**config.mk**
```make
export PLATFORM = sky130hd
export DESIGN_NAME = resistive_mixer_sequencer
export DESIGN_NICKNAME = d
export VERILOG_FILES = /design/src/rtl/resistive_mixer_sequencer.sv
export SDC_FILE = /design/constraint.sdc
export NUM_CORES = 1
export LEC_CHECK = 0
export CAP_MARGIN = 30
export CORE_MARGIN = 1
export CORE_UTILIZATION = 35
export DETAILED_ROUTE_END_ITERATION = 8
export GPL_TIMING_DRIVEN = 1
export HOLD_SLACK_MARGIN = 0.1
export SLEW_MARGIN = 10
export SYNTH_ARGS = -nofsm -noshare
export SYNTH_HDL_FRONTEND = slang
export SYNTH_SLANG_ARGS = --single-unit
```
**constraint.sdc**
```tcl
create_clock -name clk -period 15.6 [get_ports clk]
set_input_delay 3.9 -clock clk [delete_from_list [all_inputs] [get_ports clk]]
set_output_delay 3.9 -clock clk [all_outputs]
set_load 0.01 [all_outputs]
```
**src/rtl/resistive_mixer_sequencer.sv**
```systemverilog
// Time-multiplexed N-way weighted audio mixer.
// One 16x16 multiplier is shared across all channels: each sample strobe
// snapshots the inputs, runs a MAC pass over the channels, then
// scales (>>16), saturates and registers the mixed output.
module resistive_mixer_sequencer #(
  parameter int N_INPUTS = 4,
  parameter int IDX_W    = $clog2(N_INPUTS),
  parameter int ACC_W    = 32 + $clog2(N_INPUTS)
) (
  input  logic             clk,
  input  logic             I_RST,
  input  logic             audio_clk_en,
  input  logic [15:0]      inputs [N_INPUTS-1:0],
  input  logic             cfg_we,
  input  logic [IDX_W-1:0] cfg_addr,
  input  logic [15:0]      cfg_wdata,
  output logic [15:0]      out,
  output logic             out_valid,
  output logic             busy,
  output logic             overrun
);

  localparam logic [15:0]      W_DEF    = 16'(65536 / N_INPUTS);
  localparam logic [IDX_W-1:0] IDX_LAST = IDX_W'(N_INPUTS - 1);

  typedef enum logic [1:0] {
    IDLE = 2'd0,
    MAC  = 2'd1,
    DONE = 2'd2
  } state_t;

  state_t           state_q,   state_d;
  logic [ACC_W-1:0] acc_q,     acc_d;
  logic [IDX_W-1:0] idx_q,     idx_d;
  logic [15:0]      snap_q     [N_INPUTS-1:0];
  logic [15:0]      snap_d     [N_INPUTS-1:0];
  logic [15:0]      shadow_q   [N_INPUTS-1:0];
  logic [15:0]      shadow_d   [N_INPUTS-1:0];
  logic [15:0]      w_act_q    [N_INPUTS-1:0];
  logic [15:0]      w_act_d    [N_INPUTS-1:0];
  logic [15:0]      out_q,     out_d;
  logic             out_valid_q, out_valid_d;
  logic             busy_q,    busy_d;
  logic             overrun_q, overrun_d;
  logic [31:0]      prod;

  // Shared multiplier: current snapshot channel times its active weight.
  always_comb begin
    prod = 32'(snap_q[idx_q]) * 32'(w_act_q[idx_q]);
  end

  // Next-state, datapath and output computation for the sequencer.
  always_comb begin
    state_d     = state_q;
    acc_d       = acc_q;
    idx_d       = idx_q;
    snap_d      = snap_q;
    w_act_d     = w_act_q;
    out_d       = out_q;
    out_valid_d = 1'b0;
    overrun_d   = overrun_q;
    // busy lags the state by one edge so it covers the MAC and DONE cycles
    // shifted onto the registered-output timeline.
    busy_d      = (state_q != IDLE);

    // Shadow bank accepts writes in any state; addresses beyond the last
    // channel never match the loop index and are dropped.
    for (int unsigned i = 0; i < N_INPUTS; i++) begin
      shadow_d[i] = shadow_q[i];
      if (cfg_we && (32'(cfg_addr) == i)) begin
        shadow_d[i] = cfg_wdata;
      end
    end

    case (state_q)
      IDLE: begin
        if (audio_clk_en) begin
          snap_d  = inputs;
          // Copy the post-write shadow so a same-cycle write is included.
          w_act_d = shadow_d;
          acc_d   = '0;
          idx_d   = '0;
          state_d = MAC;
        end
      end
      MAC: begin
        if (audio_clk_en) begin
          overrun_d = 1'b1;
        end
        acc_d = acc_q + ACC_W'(prod);
        idx_d = idx_q + IDX_W'(1);
        if (idx_q == IDX_LAST) begin
          state_d = DONE;
        end
      end
      DONE: begin
        if (audio_clk_en) begin
          overrun_d = 1'b1;
        end
        // Registered here, so out/out_valid appear on the edge leaving DONE.
        out_d       = (|acc_q[ACC_W-1:32]) ? '1 : acc_q[31:16];
        out_valid_d = 1'b1;
        state_d     = IDLE;
      end
      default: begin
        state_d = IDLE;
      end
    endcase
  end

  // State and datapath registers with synchronous reset.
  always_ff @(posedge clk) begin
    if (I_RST) begin
      state_q     <= IDLE;
      acc_q       <= '0;
      idx_q       <= '0;
      out_q       <= '0;
      out_valid_q <= 1'b0;
      busy_q      <= 1'b0;
      overrun_q   <= 1'b0;
      for (int unsigned i = 0; i < N_INPUTS; i++) begin
        snap_q[i]   <= '0;
        shadow_q[i] <= W_DEF;
        w_act_q[i]  <= W_DEF;
      end
    end else begin
      state_q     <= state_d;
      acc_q       <= acc_d;
      idx_q       <= idx_d;
      out_q       <= out_d;
      out_valid_q <= out_valid_d;
      busy_q      <= busy_d;
      overrun_q   <= overrun_d;
      snap_q      <= snap_d;
      shadow_q    <= shadow_d;
      w_act_q     <= w_act_d;
    end
  end

  assign out       = out_q;
  assign out_valid = out_valid_q;
  assign busy      = busy_q;
  assign overrun   = overrun_q;

endmodule

```
## Word-level counts from Yosys, hierarchy flattened

Cells that the tools add are included.
W data, S select, Z words.

| cells by class | value |
|---|---|
| $add $sub $neg | 2 |
| multiply operators | 1 |
| $lt $le $gt $ge | 1 |
| equal/unequal tests | 8 |
| muxes and demuxes | 17 |
| reduce and logical (&&, ||, !) cells | 14 |

Operators by type and width:

| kind | count |
|---|---|
| $mux W16 | 7 |
| $pmux W34 S2 | 1 |
| $bmux W16 S2 | 2 |
| $add A34 B32 Y34 | 1 |
| $mux W34 | 1 |
| $mul A16 B16 Y32 | 1 |
| $eq A2 B2 Y1 const B | 4 |
| $pmux W2 S2 | 2 |
| $reduce_and A2 Y1 | 4 |
| $mux W2 | 3 |
| $eq A2 B1 Y1 const B | 2 |
| $logic_and A1 B1 Y1 | 4 |
| $logic_not A2 Y1 | 2 |
| $ne A2 B2 Y1 const B | 2 |
| $reduce_bool A2 Y1 | 2 |
| $reduce_or A2 Y1 | 2 |
| $lt A2 B3 Y1 const B | 1 |
| $add A2 B1 Y2 const B | 1 |
| $mux W1 | 1 |

| storage, ports and cells | value |
|---|---|
| flip-flop bits (word level) | 249 |
| input bits | 86 |
| output and inout port bits | 19 |
| logic and storage cells | 62 |

## Longest topological paths before layout

| depth | value |
|---|---|
| depth after elaboration | 5 |
| mapped depth | 26 |
| gate-level depth less buffers | 22 |

## Worst setup path before layout

OpenSTA, ideal clock, no wires.

| timing | value |
|---|---|
| path type | register -> register |
| start point | register idx_q[1] |
| end point | register acc_q[30] |
| library setup time | 64 ps |
| data arrival time | 6459 ps |
| required time | 15536 ps |
| setup slack | 9077 ps |
| cell stages (with the launch flop) | 25 |
| buffers on the path | 4 |
| period minus slack after synthesis | 6523 ps |
| path through | dfxtp_1 buf_2 buf_2 buf_2 mux4_2 clkbuf_1 nand2_1 fa_1 inv_1 fa_1 inv_1 fa_1 inv_1 fa_1 fa_1 inv_1 fa_1 inv_1 ha_1 nand2_1 or4_4 a21oi_4 o21ai_2 or4_1 nand4_1 |

| between the ends | value |
|---|---|
| cells in the longest elaborated chain, start to end | 5 |
| elaborated cells between the ends (all ways) | 7 |
| those cells by class | 1 x add/sub; 1 x mul; 5 x mux |

RTL lines:

| what | RTL line | source |
|---|---|---|
| start, declared | 34 | `logic [IDX_W-1:0] idx_q, idx_d;` |
| start signal, assigned | 129 | `idx_q <= idx_d;` |
| $bmux W16 S2 | 49 | `prod = 32'(snap_q[idx_q]) * 32'(w_act_q[idx_q]);` |
| $mux W16 (implied by the code) | 49 |  |
| $mul A16 B16 Y32 (*) | 49 |  |
| $add A34 B32 Y34 (*) | 90 | `acc_d = acc_q + ACC_W'(prod);` |
| $pmux W34 S2 (*) | 75 | `case (state_q)` |
| end signal, assigned | 115 | `acc_q <= '0;` |
| end signal, assigned | 128 | `acc_q <= acc_d;` |
| end, declared | 33 | `logic [ACC_W-1:0] acc_q, acc_d;` |

Every way passes the cells marked *; elsewhere a longest branch is shown, timed or not. The select of a mux whose other input is x is not followed.
A chain may end at the register's enable or synchronous reset.

## Worst setup path after layout

| timing | value |
|---|---|
| start point | register idx_q[0] |
| end point | register acc_q[33] |

The elaborated chain is that of the path after synthesis.

==> reports/qor.yml <==
status: "completed"
htree_levels: 1
syn_to_final_growth_pct: 12.99
min_period_ps: 7261
synth_xor_area_frac: 0.01191
synth_fp_nets: 2565
drc_errors: 0
synth_compound_area_frac: 0.08926
ir_worst_vdd_mv: 0.08807
grt-ovfl-total: 0
cp_max_fo: 35
timing.hold.ws_ps: 453.3
rsz0062_at_grt: "false"
die-height_um: 235.7
syn_area_sq_um: 19120
cts_buffers: 28
die_w_um: 235.7
drv_slew: 0
synth_cells: 2142
antenna_found_initial: 0
p_leak_nw: 9.827
grt_pass1_wl_mm: 82.04
first_iter_violations: 757
avgSynthCellArea_sq_um: 8.926
critPathLaunchType: "register"
clock-sinks: 249
io-pin-count: 105
drive_above_1_share: 0.04836
power.density_nw_per_um2: 87.87
cts_setup_buffers: 0
cts_resized: 0
synth-edff-count: 0
diodes: 0
synthMuxAreaShare: 0.07277
die_area_sq_um: 55570
grt_pass1_vias: 15087
gp_congestion: 0.8729
start_util: 0.3546
num_rows: 85
nNetsFinal: 2596
drt-total-wl_mm: 50.90
root_buffer: "clkbuf_16"
wl_per_cell_um: 17.62
synth_top_family_by_area: "adder cells"
fillers: 5293
final-setup-viol-count: 0
cts_tree: "done"
clk_path_buf_depth: 3
path_clk_slew_ps: 60
maxSlewHeadroom: 0.3868
worst_pin_slew_ps: 919.8
yosys.area_share.simple: 0.1597
synthAdderAreaFrac: 0.3093
dr.pass1.iters: 7
hold_class: "register to register"
hold_buffers: 0
finalSetupTns_ps: 0
hold_viol: 0
grt_util_all_layers: 0.1855
finClkSkew_ps: 11.14
min_period_over_period: 0.4655
end_kind: "register"
insertion_delay_ps: 580
synth_async_sr_flop_share: 0
viasPerCell: 4.979
critPathArrivalTime_ps: 7700
drv_cap: 0
via_count: 14378
grt_max_degree: 100
worstSetupPathType: "register to register"
core_sq_um: 53920
synth_flop_cell: "dfxtp_1"
required_ps: 16030
dp_hpwl_mm: 38.45
ant_nets: 0
yosysWarnings: 0
fmax_ghz: 0.1377
synthDistinctLibCells: 57
ys_seq_area_frac: 0.2607
ys_ff_latch: 249
io_buffer_count: 104
-- cell families after synthesis --
group,Yosys count
AO/OA/AOI/OAI,272
XOR/XNOR,26
adder cells (fa/ha/maj),337
buffers and inverters,468
flip-flops,249
multiplexers,99
AND/OR/NAND/NOR,691
-- Yosys cell counts (2+ instances only) --
master | count | area [sq um]
inv_1 | 349 | 1310
nand2_1 | 311 | 1167
dfxtp_1 | 249 | 4985
fa_1 | 226 | 4524
nor2_1 | 193 | 724.4
and2_1 | 120 | 750.7
ha_1 | 111 | 1389
a21oi_1 | 107 | 535.5
clkbuf_1 | 87 | 326.6
mux2i_1 | 67 | 670.6
a211oi_1 | 65 | 488.0
o21ai_0 | 36 | 180.2
mux4_2 | 32 | 720.7
nor3_1 | 19 | 95.09
buf_2 | 17 | 85.08
a22oi_1 | 14 | 105.1
xnor2_1 | 13 | 113.9
xor2_1 | 13 | 113.9
a21o_1 | 8 | 60.06
nand2b_1 | 8 | 50.05
nand4_1 | 8 | 50.05
o21ai_1 | 7 | 35.03
o21bai_1 | 7 | 52.55
and3_1 | 6 | 37.54
nand3_1 | 6 | 30.03
nor2b_1 | 6 | 37.54
a211o_1 | 5 | 43.79
nor4_1 | 5 | 31.28
a31oi_1 | 4 | 25.02
buf_1 | 4 | 15.01
buf_4 | 4 | 30.03
clkbuf_8 | 3 | 41.29
o211ai_1 | 3 | 22.52
o21a_1 | 3 | 22.52
a31o_2 | 2 | 17.52
buf_6 | 2 | 22.52
nand3b_1 | 2 | 15.01
-- cells in the final DEF, fill, tap and decap left out, drive strengths merged, types with 14 or more instances in the layout --
master	instances
a211oi	66
a21oi	109
a22oi	14
and2	120
buf	17
clkbuf	39
clkdlybuf4s50	103
dfxtp	249
fa	226
ha	111
inv	349
mux2i	67
mux4	32
nand2	311
nor2	193
nor3	19
o21ai	44
-- where the power goes --
| group | internal (mW) | total (mW) | switching (mW) |
|---|---|---|---|
| clock | 0.388 | 0.665 | 0.277 |
| sequential | 0.673 | 0.693 | 0.0202 |
| combinational | 0.200 | 0.540 | 0.341 |
| total | 1.26 | 1.90 | 0.638 |
-- worst max-delay path: stages, from the launching register on --
cell	delay (ps)
dfxtp_2	310
buf_4	520
mux4_2	790
and2_1	240
fa_1	540
inv_1	60
fa_1	470
fa_1	510
fa_1	540
inv_1	60
fa_1	530
inv_1	80
fa_1	490
inv_1	50
ha_1	330
and3_1	250
o211a_1	170
a21oi_2	250
o21ai_1	200
a311o_1	460
mux2i_1	170
o22ai_1	80
-- flip-flops by register name, summed over array words and instances (netlist names) --
signal and count:
snap_q 64, out 16, out_valid 1, acc_q 34, w_act_q 64, state_q 2
overrun 1, idx_q 2, busy 1, shadow_q 64
-- cell type report --
class | instances | area (sq um) | area share
Inverter | 349 | 1310 | 0.06064
Sequential cell | 249 | 4987 | 0.2309
Multi-Input combinational cell | 1425 | 12300 | 0.5694
Timing Repair Buffer | 120 | 1202 | 0.05566
Clock buffer | 39 | 792.0 | 0.03666
Clock inverter | 10 | 138.9 | 0.006429
Tap cell | 696 | 870.8 | 0.04031
-- through the flow --
stage          cells  total power [mW]    util  instance area, sq um  setup WS, ps
3_3_place_gp    2837             1.235  0.3824                 20620          8412
4_1_cts         2886             1.916  0.3996                 21550          8336
3_5_place_dp    2837             1.248  0.3824                 20620          8329
6_report        2888             1.898  0.4007                 21600          8339
5_1_grt         2888             2.014  0.4007                 21600          8053
2_1_floorplan   2142             1.087       -                 19120          9077
-- routing by layer --
metal,vias up,wire (um),global-route usage
met1,7172,21910,0.2397
met5,-,0,0
li1,6802,-,-
met2,334,25800,0.3317
met3,70,2020,0.01618
met4,0,1174,0.04734
-- worst paths after layout --
| check | depth (start not counted) | slack (ps) | to | from |
|---|---|---|---|---|
| worst min-delay path | 2 | 450 | snap_q[37] | snap_q[37] |
| worst max-delay path | 21 | 8340 | acc_q[33] | idx_q[0] |
| worst min register to register | 2 | 450 | snap_q[37] | snap_q[37] |
| worst max register to register | 21 | 8340 | acc_q[33] | idx_q[0] |
(Power assumes the default switching activity.)
